===== src/rtl/rca_pkg.sv =====
// Shared definitions for the pipelined ripple-carry adder/subtractor.
package rca_pkg;

    typedef enum logic {
        OP_ADD = 1'b0,
        OP_SUB = 1'b1
    } op_e;

    function automatic int slice_width(input int width, input int stages);
        return width / stages;
    endfunction

endpackage


===== src/rtl/rca_slice.sv =====
// Combinational ripple-carry slice; also exposes the carry into its MSB for overflow.
module rca_slice #(
    parameter int SW = 4
) (
    input  logic [SW-1:0] a,
    input  logic [SW-1:0] b,
    input  logic          cin,
    output logic [SW-1:0] sum,
    output logic          cout,
    output logic          c_msb_in
);

    logic [SW:0] carry;

    always_comb begin
        carry    = '0;
        sum      = '0;
        carry[0] = cin;
        for (int i = 0; i < SW; i++) begin
            sum[i]     = a[i] ^ b[i] ^ carry[i];
            carry[i+1] = (a[i] & b[i]) | (carry[i] & (a[i] ^ b[i]));
        end
    end

    assign cout     = carry[SW];
    assign c_msb_in = carry[SW-1];

endmodule


===== src/rtl/pipelined_rca_addsub.sv =====
// Pipelined ripple-carry add/sub: one SW-bit slice per stage, carry registered between
// stages, bubble-collapsing valid/ready flow control.
module pipelined_rca_addsub
    import rca_pkg::*;
#(
    parameter int WIDTH  = 16,
    parameter int STAGES = 4
) (
    input  logic             clk,
    input  logic             rst,
    input  logic             in_valid,
    output logic             in_ready,
    input  logic [WIDTH-1:0] in_a,
    input  logic [WIDTH-1:0] in_b,
    input  logic             in_cin,
    input  logic             in_sub,
    output logic             out_valid,
    input  logic             out_ready,
    output logic [WIDTH-1:0] out_sum,
    output logic             out_cout,
    output logic             out_ovf
);

    localparam int SW = slice_width(WIDTH, STAGES);
    localparam int YN = (STAGES > 1) ? STAGES - 1 : 1;

    logic [STAGES-1:0] v_q;
    logic [STAGES-1:0] c_q;
    logic [STAGES-1:0] adv;
    // x_q packs finished sum slices (top) with the not-yet-added part of A (bottom)
    logic [WIDTH-1:0]  x_q [STAGES];
    logic [WIDTH-1:0]  y_q [YN];
    logic              ovf_q;
    logic [WIDTH-1:0]  b_eff;
    logic              cin_eff;

    assign b_eff   = (op_e'(in_sub) == OP_SUB) ? ~in_b : in_b;
    assign cin_eff = (op_e'(in_sub) == OP_SUB) ? 1'b1 : in_cin;

    // A stage may load if it is empty or everything downstream moves this cycle
    always_comb begin
        logic run;
        run = out_ready;
        adv = '0;
        for (int k = STAGES - 1; k >= 0; k--) begin
            run    = run | ~v_q[k];
            adv[k] = run;
        end
    end

    assign in_ready = adv[0];

    for (genvar k = 0; k < STAGES; k++) begin : g_stage
        logic [WIDTH-1:0] x_src;
        logic [WIDTH-1:0] x_next;
        logic [WIDTH-1:0] y_src;
        logic [SW-1:0]    s_sl;
        logic             c_src;
        logic             v_src;
        logic             c_out;
        logic             c_msb;

        if (k == 0) begin : g_head
            assign x_src = in_a;
            assign y_src = b_eff;
            assign c_src = cin_eff;
            assign v_src = in_valid;
        end else begin : g_body
            assign x_src = x_q[k-1];
            assign y_src = y_q[k-1];
            assign c_src = c_q[k-1];
            assign v_src = v_q[k-1];
        end

        rca_slice #(.SW(SW)) u_slice (
            .a        (x_src[SW-1:0]),
            .b        (y_src[SW-1:0]),
            .cin      (c_src),
            .sum      (s_sl),
            .cout     (c_out),
            .c_msb_in (c_msb)
        );

        if (STAGES == 1) begin : g_one
            assign x_next = s_sl;
        end else begin : g_multi
            assign x_next = {s_sl, x_src[WIDTH-1:SW]};
        end

        always_ff @(posedge clk) begin
            if (rst) begin
                v_q[k] <= 1'b0;
                c_q[k] <= 1'b0;
                x_q[k] <= '0;
            end else if (adv[k]) begin
                v_q[k] <= v_src;
                c_q[k] <= c_out;
                x_q[k] <= x_next;
            end
        end

        if (k < STAGES - 1) begin : g_mid
            logic unused_c_msb;
            assign unused_c_msb = c_msb;

            always_ff @(posedge clk) begin
                if (rst) begin
                    y_q[k] <= '0;
                end else if (adv[k]) begin
                    y_q[k] <= y_src >> SW;
                end
            end
        end else begin : g_last
            always_ff @(posedge clk) begin
                if (rst) begin
                    ovf_q <= 1'b0;
                end else if (adv[k]) begin
                    ovf_q <= c_msb ^ c_out;
                end
            end

            if (STAGES > 1) begin : g_sink
                logic unused_y_hi;
                assign unused_y_hi = ^y_src[WIDTH-1:SW];
            end
        end
    end

    assign out_valid = v_q[STAGES-1];
    assign out_sum   = x_q[STAGES-1];
    assign out_cout  = c_q[STAGES-1];
    assign out_ovf   = ovf_q;

endmodule


===== config.mk =====
export PLATFORM = sky130hd
export DESIGN_NAME = pipelined_rca_addsub
export DESIGN_NICKNAME = d
export VERILOG_FILES = /design/src/rtl/rca_pkg.sv /design/src/rtl/rca_slice.sv /design/src/rtl/pipelined_rca_addsub.sv
export SDC_FILE = /design/constraint.sdc
export NUM_CORES = 1
export LEC_CHECK = 0
export BUFFER_PORTS_ARGS = -buffer_cell sky130_fd_sc_hd__buf_4
export CAP_MARGIN = 10
export CORE_ASPECT_RATIO = 0.75
export CORE_MARGIN = 2
export CORE_UTILIZATION = 41
export DETAILED_ROUTE_END_ITERATION = 8
export GPL_TIMING_DRIVEN = 0
export PLACE_DENSITY = 0.62
export SETUP_SLACK_MARGIN = 0.1
export SLEW_MARGIN = 20
export SYNTH_ARGS = -nofsm -noshare
export SYNTH_HDL_FRONTEND = slang
export SYNTH_HIERARCHICAL = 1
export SYNTH_SLANG_ARGS = --single-unit

===== constraint.sdc =====
create_clock -name clk -period 3.5 [get_ports clk]
set_clock_uncertainty 0.05 [all_clocks]
set_input_delay 0.175 -clock clk [delete_from_list [all_inputs] [get_ports clk]]
set_output_delay 0.175 -clock clk [all_outputs]
set_load 0.01 [all_outputs]

Yosys cells after proc, flatten, opt, wreduce, memory -nomap -nowiden
Memories as Yosys holds them, arrays and structs flattened.
Index checks and enable logic that the tools add are counted.
{"block": "op_classes", "mux": 23, "n_bitwise": 97}
{"op": "$mux 16", "count": 5}
{"op": "$mux 12", "count": 3}
{"op": "$xor 1x1->1", "count": 33}
{"op": "$and 1x1->1", "count": 32}
{"op": "$or 1x1->1", "count": 27}
{"op": "$not 16->16", "count": 1}
{"op": "$mux 1", "count": 15}
{"op": "$not 1->1", "count": 4}
{"block": "totals", "ff_bits": 9, "ram_bits": 100, "in_bits": 38, "output_inout_bits": 20, "elab_cells": 131, "mem_count": 2}
{"name": "x_q", "depth": 4, "width": 16, "read_ports": 4, "rd_ports_with_merged_regs": 0, "wr": 4, "line": "pipelined_rca_addsub.sv:31", "text": "logic [WIDTH-1:0] x_q [STAGES];"}
{"name": "y_q", "depth": 3, "width": 12, "read_ports": 3, "rd_ports_with_merged_regs": 0, "wr": 3, "line": "pipelined_rca_addsub.sv:32", "text": "logic [WIDTH-1:0] y_q [YN];"}

Longest topological paths before layout
{"block": "logic_depth", "ltp_word": 11, "depth_mapped": 10}

By module
The synthesis kept the hierarchy.
{"mod": "pipelined_rca_addsub", "n_inst": 1, "cells_each": 246, "area_per_inst_um2": 3813.7, "seq_area_each_um2": 2822.7}
{"mod": "rca_slice", "n_inst": 4, "cells_each": 12, "area_per_inst_um2": 110.1, "seq_area_each_um2": 0.0}

Least setup slack after synthesis
No wires, ideal clock.
{"block": "synth_timing", "path_type": "input-to-reg", "start": "input port in_sub", "end": "memory x_q[0][15], data pin", "setup_ns": 0.255, "arrival_ns": 2.377, "required_time_ns": 3.195, "path_slack_ns": 0.818, "cell_stages": 10, "n_path_buf": 2, "cell_sequence": "buf_2 > buf_2 > xor2_1 > fa_1 > inv_1 > fa_1 > fa_1 > inv_1 > fa_1 > and2_1"}
{"item": "from (decl)", "line": "pipelined_rca_addsub.sv:16", "text": "input logic in_sub,"}
{"item": "to (decl)", "line": "pipelined_rca_addsub.sv:31"}

==> flow_metrics.env <==
export IMPL_r2r_end="x_q[1][31]"
export IMPL_rsz0062_at_grt="no"
export IMPL_r2r_slack_ns=1.20
export IMPL_worst_r2r_cell_count=7
export IMPL_dieArea_mm2=0.0112
export IMPL_io_pins=58
export IMPL_ant_nets=0
export IMPL_cp_end_kind="flip-flop"
export IMPL_hpwl_mm=4.30
export IMPL_synth_commonest_cells="88 x edfxtp_1, 60 x and2_1, 32 x inv_1"
export IMPL_hold_viol=0
export IMPL_rr_startpoint="x_q[1][0]"
export IMPL_n_fill_cell=911
export IMPL_powerDensity_mw_per_mm2=488
export IMPL_grt_pass1_wl_mm=9.57
export IMPL_clock_fmax_mhz=405
export IMPL_ir_drop_uv=237
export IMPL_gp_congestion=0.715
export IMPL_drtPass1Iterations=4
export IMPL_ys_ff_latch=97
export IMPL_multiInputGateArea_mm2=0.00123
export IMPL_cts_root_buffer="clkbuf_16"
export IMPL_final_area_mm2=0.00516
export IMPL_yosysMostFrequentCell="edfxtp_1"
export IMPL_antenna_cells=0
export IMPL_synth_top_area_share_pct=62.1
export IMPL_ys_warn_count=6
export IMPL_min_from="in_a[10]"
export IMPL_maxSlewHeadroom_pct=32.4
export IMPL_row_count=32
export IMPL_die_y_um=92.2
export IMPL_synth_avg_cell_area_um2=14.5
export IMPL_drive_gt1_share_pct=28.1
export IMPL_syn_area_mm2=0.00425
export IMPL_grt_pass1_vias=1966
export IMPL_finalWorstPathRequiredPeriod_ns=2.47
export IMPL_yosysTopAreaCell="edfxtp_1"
export IMPL_min_path_type="primary input to flip-flop"
export IMPL_worstPathRequired_ns=3.55
export IMPL_nNetsFinal=416
export IMPL_cts_tree="built"
export IMPL_whs_ns=0.0612
export IMPL_synth_cells=294
export IMPL_min_path_cells=2
export IMPL_clkTransAtPathRegs_ns=0.07
export IMPL_clk_path_buf_depth=2
export IMPL_grt_usage_pct=11.4
export IMPL_drc_errors=0
export IMPL_viasPerCell=4.07
export IMPL_numCtsBuffers=9
export IMPL_final_util_pct=50.6
export IMPL_async_reset_ff_share_pct=0
export IMPL_synth_flop_cell="edfxtp_1"
export IMPL_dpl_instance_area_mm2=0.00485
export IMPL_cap_violations=0
export IMPL_yosysUniqueCellTypes=28
export IMPL_synth_area_top_cells="edfxtp_1 62%, and2_1 8.8%, fa_1 7.5%"
export IMPL_status="completed"
export IMPL_chipWidth_um=122
export IMPL_grt_max_degree=29
export IMPL_first_iter_violations=80
export IMPL_wirelength_mm=5.81
export IMPL_setup_viol=0
export IMPL_h_tree_depth=3
export IMPL_crit_type="primary input to flip-flop"
export IMPL_via_count=2048
export IMPL_fin_tns_setup_ns=0
export IMPL_arrival_ns=2.52
export IMPL_final_max_slew_viol_count=0
export IMPL_area_growth_pct=21.4
export IMPL_yosysSeqAreaShare_pct=66.4
export IMPL_tightest_slew_ns=1.01
export IMPL_coreArea_mm2=0.0102
export IMPL_gr_total_overflow=0
export IMPL_cts_setup_buffers=0
export IMPL_finalCritPeriodShare_pct=70.5
export IMPL_seqCellArea_mm2=0.00282
export IMPL_start_util_pct=41.7
export IMPL_power_leakage_nw=2.24
export IMPL_synth_edff_count=88
export IMPL_clk_latency_ns=0.34
export IMPL_antenna_found_initial=0
export IMPL_io_buffers=56
export IMPL_holdPathEnd="x_q[0][6]"
export IMPL_worst_path_max_fanout=10
export IMPL_post_drt_wl_per_cell_um=11.5
export IMPL_critPathLaunchType="primary input"
export IMPL_cts_sinks=97
export IMPL_synth_fp_nets=348
## logic make-up (layout without fill, tap and decap cells)
group                      count (synthesis)  in the layout  share of synthesized area, %
DFF                                       97             97                          66.4
muxes                                      4              4                         0.941
adders and majority gates                 16             16                          7.53
xor gates and xnor gates                  17             17                          3.50
AOI/OAI and AO/OA                          4              4                         0.882
buffers and inverters                     44            117                          4.91
and+or+nand+nor                          112            112                          15.9
## area by class of cell
| cell class | count | share of cell area (%) |
|---|---|---|
| flip-flops and latches | 97 | 54.7 |
| multi-input cells | 153 | 23.8 |
| repair buffers | 57 | 8.34 |
| clock buffers | 10 | 4.63 |
| well taps | 136 | 3.30 |
| inverters | 33 | 2.40 |
| plain buffers | 11 | 1.65 |
| clock inverters | 6 | 1.26 |
## per-stage QoR
stage,worst slack [ns],instances,total power [mW]
2_1_floorplan,0.818,294,1.49
5_1_grt,0.866,503,2.62
3_5_place_dp,0.628,486,1.57
4_1_cts,0.997,503,2.54
3_3_place_gp,0.707,486,1.56
6_report,1.03,503,2.52
## how the worst max path moves through the flow
| stage | start | end | slack (ns) | depth (start not counted) |
|---|---|---|---|---|
| finish | in_sub | x_q[0][15] | 1.03 | 10 |
| global route | in_sub | x_q[0][15] | 0.87 | 10 |
| CTS | in_sub | x_q[0][15] | 1.0 | 10 |
| detailed placement | in_sub | x_q[0][15] | 0.63 | 10 |
| global placement | in_sub | x_q[0][15] | 0.71 | 10 |
| floorplan | in_sub | x_q[0][15] | 0.82 | 10 |
## routing by layer
layer  share of wire, %  wire length [µm]  vias up  track usage, %
met5                  0                 0        -               0
met4                1.6                94        0            4.31
met3                7.0               405        7            4.60
met2                 41              2360       65            15.5
met1                 51              2940      889            16.3
li1                   -                 -     1087               -
## what timing repair did
item	CTS	global route
hold buffers	1	0
endpoints found under the hold margin	1	0
gates resized for setup	0	0
## critical path, stage by stage
cell and delay (ns):
buf_2 0.19, buf_2 0.29, xor2_1 0.24, fa_1 0.21
inv_1 0.05, fa_1 0.37, fa_1 0.37, inv_1 0.07
fa_1 0.39, and2_1 0.14
## flip-flops by register name (all words and copies together), names as in the netlist
| name | count |
|---|---|
| out_valid | 1 |
| x_q | 64 |
| g_stage.c_src | 3 |
| y_q | 24 |
| out_cout | 1 |
| out_ovf | 1 |
| g_stage.v_src | 3 |
## where the power goes
part | total, mW | leakage, nW | switching (mW) | internal (mW)
sequential | 1.35 | 1.12 | 0.0205 | 1.33
combinational | 0.187 | 0.966 | 0.0828 | 0.105
clock | 0.980 | 0.149 | 0.405 | 0.575
total | 2.52 | 2.24 | 0.508 | 2.01
## cell usage in the layout (no fill, tap or decap)
master / instances
bufinv_16: 1
or2_2: 1
xnor2_1: 12
nor2_2: 1
and3b_1: 1
nor2_8: 1
nor2_1: 24
and4_1: 1
clkinv_2: 2
a21o_1: 1
buf_4: 57
clkinvlp_4: 1
clkbuf_8: 1
and4b_1: 1
clkbuf_16: 9
xor2_1: 5
clkbuf_1: 3
a21oi_1: 1
dlygate4sd3_1: 1
dfxtp_1: 9
mux2i_1: 4
edfxtp_1: 88
nand2_1: 4
inv_2: 1
inv_1: 32
a31o_1: 1
and2b_4: 1
nand3_2: 1
buf_2: 2
and2_1: 60
inv_6: 2
and2_2: 16
a21oi_4: 1
buf_6: 5
fa_1: 16
No activity file was read; power rests on OpenSTA's default activity.
